<file path="src/rtl/multicycle_ctrl.sv">
// Sequencing controller for a multi-cycle MIPS datapath: Moore FSM driving the
// datapath muxes/enables and stalling on a memory ready handshake with timeout.
module multicycle_ctrl #(
    parameter int MEM_TIMEOUT = 15
) (
    input  logic       clk,
    input  logic       rst_n,
    input  logic [5:0] opcode,
    input  logic [5:0] funct,
    input  logic       mem_ready,
    output logic       pc_write,
    output logic       pc_write_cond,
    output logic [1:0] pc_src,
    output logic       i_or_d,
    output logic       mem_req,
    output logic       mem_we,
    output logic       ir_write,
    output logic       reg_write,
    output logic [1:0] reg_dst,
    output logic [1:0] mem_to_reg,
    output logic       alu_src_a,
    output logic [1:0] alu_src_b,
    output logic [1:0] alu_op,
    output logic [3:0] state,
    output logic       fault
);

    typedef enum logic [3:0] {
        S_IDLE   = 4'd0,
        S_FETCH  = 4'd1,
        S_DECODE = 4'd2,
        S_MEMADR = 4'd3,
        S_MEMRD  = 4'd4,
        S_MEMWB  = 4'd5,
        S_MEMWR  = 4'd6,
        S_EXEC   = 4'd7,
        S_ALUWB  = 4'd8,
        S_BRANCH = 4'd9,
        S_JUMP   = 4'd10,
        S_JAL    = 4'd11,
        S_JR     = 4'd12,
        S_ADDIEX = 4'd13,
        S_ADDIWB = 4'd14,
        S_HALT   = 4'd15
    } state_t;

    localparam logic [5:0] OP_RTYPE = 6'h00;
    localparam logic [5:0] OP_LW    = 6'h23;
    localparam logic [5:0] OP_SW    = 6'h2B;
    localparam logic [5:0] OP_BEQ   = 6'h04;
    localparam logic [5:0] OP_J     = 6'h02;
    localparam logic [5:0] OP_JAL   = 6'h03;
    localparam logic [5:0] OP_ADDI  = 6'h08;
    localparam logic [5:0] FN_JR    = 6'h08;
    localparam logic [3:0] TIMEOUT_CNT = 4'(MEM_TIMEOUT);

    state_t     state_q, state_d;
    logic [3:0] wait_cnt_q, wait_cnt_d;
    logic       fault_q, fault_d;
    logic       is_load_q, is_load_d;
    logic       in_wait_state;
    logic       timed_out;

    always_ff @(posedge clk or negedge rst_n) begin
        if (!rst_n) begin
            state_q    <= S_IDLE;
            wait_cnt_q <= 4'd0;
            fault_q    <= 1'b0;
            is_load_q  <= 1'b0;
        end else begin
            state_q    <= state_d;
            wait_cnt_q <= wait_cnt_d;
            fault_q    <= fault_d;
            is_load_q  <= is_load_d;
        end
    end

    assign in_wait_state = (state_q == S_FETCH) || (state_q == S_MEMRD) || (state_q == S_MEMWR);
    assign timed_out     = !mem_ready && (wait_cnt_q == TIMEOUT_CNT);

    always_comb begin
        state_d = state_q;
        case (state_q)
            S_IDLE:   state_d = S_FETCH;
            S_FETCH:  if (mem_ready) state_d = S_DECODE;
                      else if (timed_out) state_d = S_HALT;
            S_DECODE: begin
                case (opcode)
                    OP_RTYPE:     state_d = S_EXEC;
                    OP_LW, OP_SW: state_d = S_MEMADR;
                    OP_BEQ:       state_d = S_BRANCH;
                    OP_J:         state_d = S_JUMP;
                    OP_JAL:       state_d = S_JAL;
                    OP_ADDI:      state_d = S_ADDIEX;
                    default:      state_d = S_HALT;
                endcase
            end
            S_MEMADR: state_d = is_load_q ? S_MEMRD : S_MEMWR;
            S_MEMRD:  if (mem_ready) state_d = S_MEMWB;
                      else if (timed_out) state_d = S_HALT;
            S_MEMWR:  if (mem_ready) state_d = S_FETCH;
                      else if (timed_out) state_d = S_HALT;
            S_EXEC:   state_d = (funct == FN_JR) ? S_JR : S_ALUWB;
            S_ADDIEX: state_d = S_ADDIWB;
            S_HALT:   state_d = S_HALT;
            default:  state_d = S_FETCH;
        endcase
    end

    // Opcode is only trusted in DECODE, so the lw/sw choice is latched there.
    always_comb begin
        is_load_d = (state_q == S_DECODE) ? (opcode == OP_LW) : is_load_q;
        fault_d   = fault_q || (state_d == S_HALT);
        if (state_d != state_q)
            wait_cnt_d = 4'd0;
        else if (in_wait_state && !mem_ready)
            wait_cnt_d = wait_cnt_q + 4'd1;
        else
            wait_cnt_d = wait_cnt_q;
    end

    always_comb begin
        pc_write      = 1'b0;
        pc_write_cond = 1'b0;
        pc_src        = 2'd0;
        i_or_d        = 1'b0;
        mem_req       = 1'b0;
        mem_we        = 1'b0;
        ir_write      = 1'b0;
        reg_write     = 1'b0;
        reg_dst       = 2'd0;
        mem_to_reg    = 2'd0;
        alu_src_a     = 1'b0;
        alu_src_b     = 2'd0;
        alu_op        = 2'b00;
        case (state_q)
            S_FETCH: begin
                mem_req   = 1'b1;
                alu_src_b = 2'd1;
                ir_write  = mem_ready;
                pc_write  = mem_ready;
            end
            S_DECODE: alu_src_b = 2'd3;
            S_MEMADR, S_ADDIEX: begin
                alu_src_a = 1'b1;
                alu_src_b = 2'd2;
            end
            S_MEMRD: begin
                mem_req = 1'b1;
                i_or_d  = 1'b1;
            end
            S_MEMWR: begin
                mem_req = 1'b1;
                mem_we  = 1'b1;
                i_or_d  = 1'b1;
            end
            S_MEMWB: begin
                reg_write  = 1'b1;
                mem_to_reg = 2'd1;
            end
            S_EXEC: begin
                alu_src_a = 1'b1;
                alu_op    = 2'b10;
            end
            S_ALUWB: begin
                reg_write = 1'b1;
                reg_dst   = 2'd1;
            end
            S_ADDIWB: reg_write = 1'b1;
            S_BRANCH: begin
                alu_src_a     = 1'b1;
                alu_op        = 2'b01;
                pc_write_cond = 1'b1;
                pc_src        = 2'd1;
            end
            S_JUMP: begin
                pc_write = 1'b1;
                pc_src   = 2'd2;
            end
            S_JAL: begin
                pc_write   = 1'b1;
                pc_src     = 2'd2;
                reg_write  = 1'b1;
                reg_dst    = 2'd2;
                mem_to_reg = 2'd2;
            end
            S_JR: begin
                pc_write = 1'b1;
                pc_src   = 2'd3;
            end
            default: ;
        endcase
    end

    assign state = state_q;
    assign fault = fault_q;

endmodule

</file>
<file path="config.mk">
export PLATFORM = sky130hd
export DESIGN_NAME = multicycle_ctrl
export DESIGN_NICKNAME = d
export VERILOG_FILES = /design/src/rtl/multicycle_ctrl.sv
export SDC_FILE = /design/constraint.sdc
export NUM_CORES = 1
export LEC_CHECK = 0
export BUFFER_PORTS_ARGS = -buffer_cell sky130_fd_sc_hd__buf_2
export CAP_MARGIN = 20
export CELL_PAD_IN_SITES_DETAIL_PLACEMENT = 0
export CELL_PAD_IN_SITES_GLOBAL_PLACEMENT = 1
export CORE_AREA = 5 5 72 57
export CTS_CLUSTER_DIAMETER = 80
export DETAILED_ROUTE_END_ITERATION = 10
export DIE_AREA = 0 0 77 62
export HOLD_SLACK_MARGIN = 0.02
export PLACE_DENSITY = 0.79
export SLEW_MARGIN = 20
export SYNTH_ARGS = -nofsm -noshare
export SYNTH_HDL_FRONTEND = slang
export SYNTH_SLANG_ARGS = --single-unit
</file>
<file path="constraint.sdc">
create_clock -name clk -period 2.3 [get_ports clk]
set_clock_uncertainty 0.2 [all_clocks]
set_input_delay 0.69 -clock clk [delete_from_list [all_inputs] [get_ports clk]]
set_output_delay 0.69 -clock clk [all_outputs]
set_load 0.03 [all_outputs]
</file>
==> qor.yml <==
global_routing:
  grt.overflow.total: 0
  antenna_found_initial: 0
  grt_pass1_wl_um: 5100
  first_global_vias: 1108
  grt_start_max_net_pins: 11
  grt_usage_pct: 13.3
final_layout:
  seq_area_um2: 255
  design_area_mm2: 0.00172
  drive_gt1_share_pct: 56.2
  final_util_pct: 52.8
  nNetsFinal: 211
  antenna_cells: 0
  multi_input_comb_area_um2: 821
  fin_cells: 234
  layout_commonest_cell: "buf_4"
  fillers: 292
  mostFrequentLayoutCells: "buf_4, buf_2, nor2_1"
  areaGrowthSynthToFinish_pct: 80.7
sta:
  hold_viol: 0
  tightest_slew_ps: 384
  setup_ws_ps: -51.0
  fin_crit_sh_pct: 102
  setup_viol: 3
  rsz0062_at_grt: "true"
  whs_ps: 107
  fin_crit_ps: 2350
  slew_viol_final: 0
  relSlewSlack_pct: 74.2
  clock.fmax_ghz: 0.425
cts:
  cts_num_sinks: 10
  clk_pin_slew_ps: 50
  cts_buffers: 3
  cts_max_level: 1
  cts_root_buf: "clkbuf_8"
  cts_buffer_depth: 2
  holdBufCountCts: 0
  clk_latency_ps: 230
  cts_tree: "done"
routing:
  drt_iter0_drc: 78
  wl_um: 3510
  final_antenna_net_count: 0
  drc: 0
  viasPerCell: 5.16
  vias: 1207
  first_pass_iters: 4
  wl_per_cell_um: 15.0
worst_hold_path:
  worstHoldPathType: "in2async"
floorplanning:
  num_rows: 18
  die_x_um: 77
  ios: 38
  die_h_um: 62
  core-area_mm2: 0.00327
  dieArea_mm2: 0.00477
  start_util_pct: 29.2
flow_run:
  maxCapViolations: 0
synthesis:
  syn_area_per_cell_um2: 7.45
  synth.cell_area_um2: 953
  synthFlopType: "dfrtp_1"
  ys_ff_latch: 10
  async_reset_ff_share_pct: 100
  ys_warn_count: 0
  synth.distinct_cells: 39
  yosysSeqAreaShare_pct: 26.2
  synth_edf_count: 0
  syn-num-nets: 144
  syn_inst: 128
setup_path:
  cp_common_cell: "buf_6"
  crit_path_top_delay_cell: "dfrtp_2"
  cp_top_family: "flip-flops"
  end_kind: "primary output"
  crit_buf_inv: 2
  cp-start-kind: "flop"
  path_cells: "buf_6 > nand2b_4 > mux2_4 > o21ai_4 > buf_6"
  cp_max_fo: 7
  max_stage_delay_ps: 480
  cp.arrival_ps: 1460
  path_class: "reg2out"
  cp.required_ps: 1410
placed_design:
  placed_cells: 217
  hpwl_um: 2530
  dpl_cell_area_mm2: 0.00136
  io_buffer_count: 37
  place_congestion: 0.859
power:
  cellPowerDensity_mw_per_mm2: 1510
  ir_drop_mv: 0.571
  leakage_uw: 0.000796
run_status:
  status: "finished with violations"
  violations: "setup timing"
## Yosys cell counts (all sizes together), types with 2 or more instances
master  instances  area, um^2
nor2           19        71.3
nand2          12        45.0
dfrtp          10         250
o21ai           8        40.0
nor4            7        43.8
nand2b          6        37.5
clkbuf          5        18.8
o211ai          5        37.5
a21oi           4        20.0
and3            4        25.0
buf             4        28.8
inv             4        15.0
nor3            4        20.0
xnor2           4        35.0
xor2            3        26.3
a21o            2        15.0
a31oi           2        12.5
and2            2        12.5
mux2i           2        20.0
nand3           2        10.0
nor2b           2        12.5
o32ai           2        17.5
## flip-flops by register name, summed over array words and instances (netlist names)
register and count:
wait_cnt_q 4, is_load_q 1, state 4, fault 1
## through the flow
step,total power [uW],setup slack [ps],setup TNS (ps)
after floorplan,1300,-162,-309
after global placement,1760,-54.1,-61.3
after detailed placement,1780,-81.5,-170
after CTS,2290,-54.9,-92.1
after global routing,2760,-87.2,-444
final,2600,-51.0,-88.8
## path summary, 6_finish.rpt
kind                       startpoint       endpoint  cells past startpoint  slack, ps
min in group clk            is_load_q      is_load_q                      2        300
max                          state[2]      reg_write                      5        -50
max reg2reg                  state[1]  wait_cnt_q[0]                      6         70
min reg2reg                 is_load_q      is_load_q                      2        300
max in group asynchronous       rst_n       state[1]                      1       1590
min                             rst_n          fault                      1        110
## timing repair
| item | in CTS | in global routing |
|---|---|---|
| pin swaps | 4 | 3 |
| endpoints found under the setup margin | 11 | 19 |
| hold endpoints to repair | 0 | 0 |
| resized for setup | 26 | 37 |
| buffers inserted | 10 | 3 |
## final cells by class
type	instances	area share, %
well taps	40	2.90
inverters	4	0.871
flip-flops and latches	10	14.8
multi-input cells	105	47.6
repair buffers	71	30.6
clock buffers	4	3.20
## per-layer routing
layer	track usage, %	vias up	wire length [um]
met2	24.1	39	1790
met5	0	-	0
met3	3.31	6	186
met1	16.7	566	1490
met4	1.72	0	36
li1	-	596	-
## kinds of logic (layout without fill, tap and decap cells)
family	count (synthesis)	in the layout	synth area share, %
XOR/XNOR	7	7	6.43
buffers and inverters	13	79	6.56
flip-flops	10	10	26.2
multiplexers	3	3	3.28
AND/OR/NAND/NOR	65	65	35.3
AO/OA/AOI/OAI	29	29	20.9
adder cells (fa/ha/maj)	1	1	1.31
## where the power goes
| group | total, uW | leakage (uW) | internal, uW | switching (uW) |
|---|---|---|---|---|
| combinational | 2060 | 0.000644 | 950 | 1110 |
| clock | 217 | 0.0000288 | 150 | 66.8 |
| sequential | 326 | 0.000123 | 231 | 95.1 |
| total | 2600 | 0.000796 | 1330 | 1270 |
Note: power is estimated with default switching activity, not from simulation.
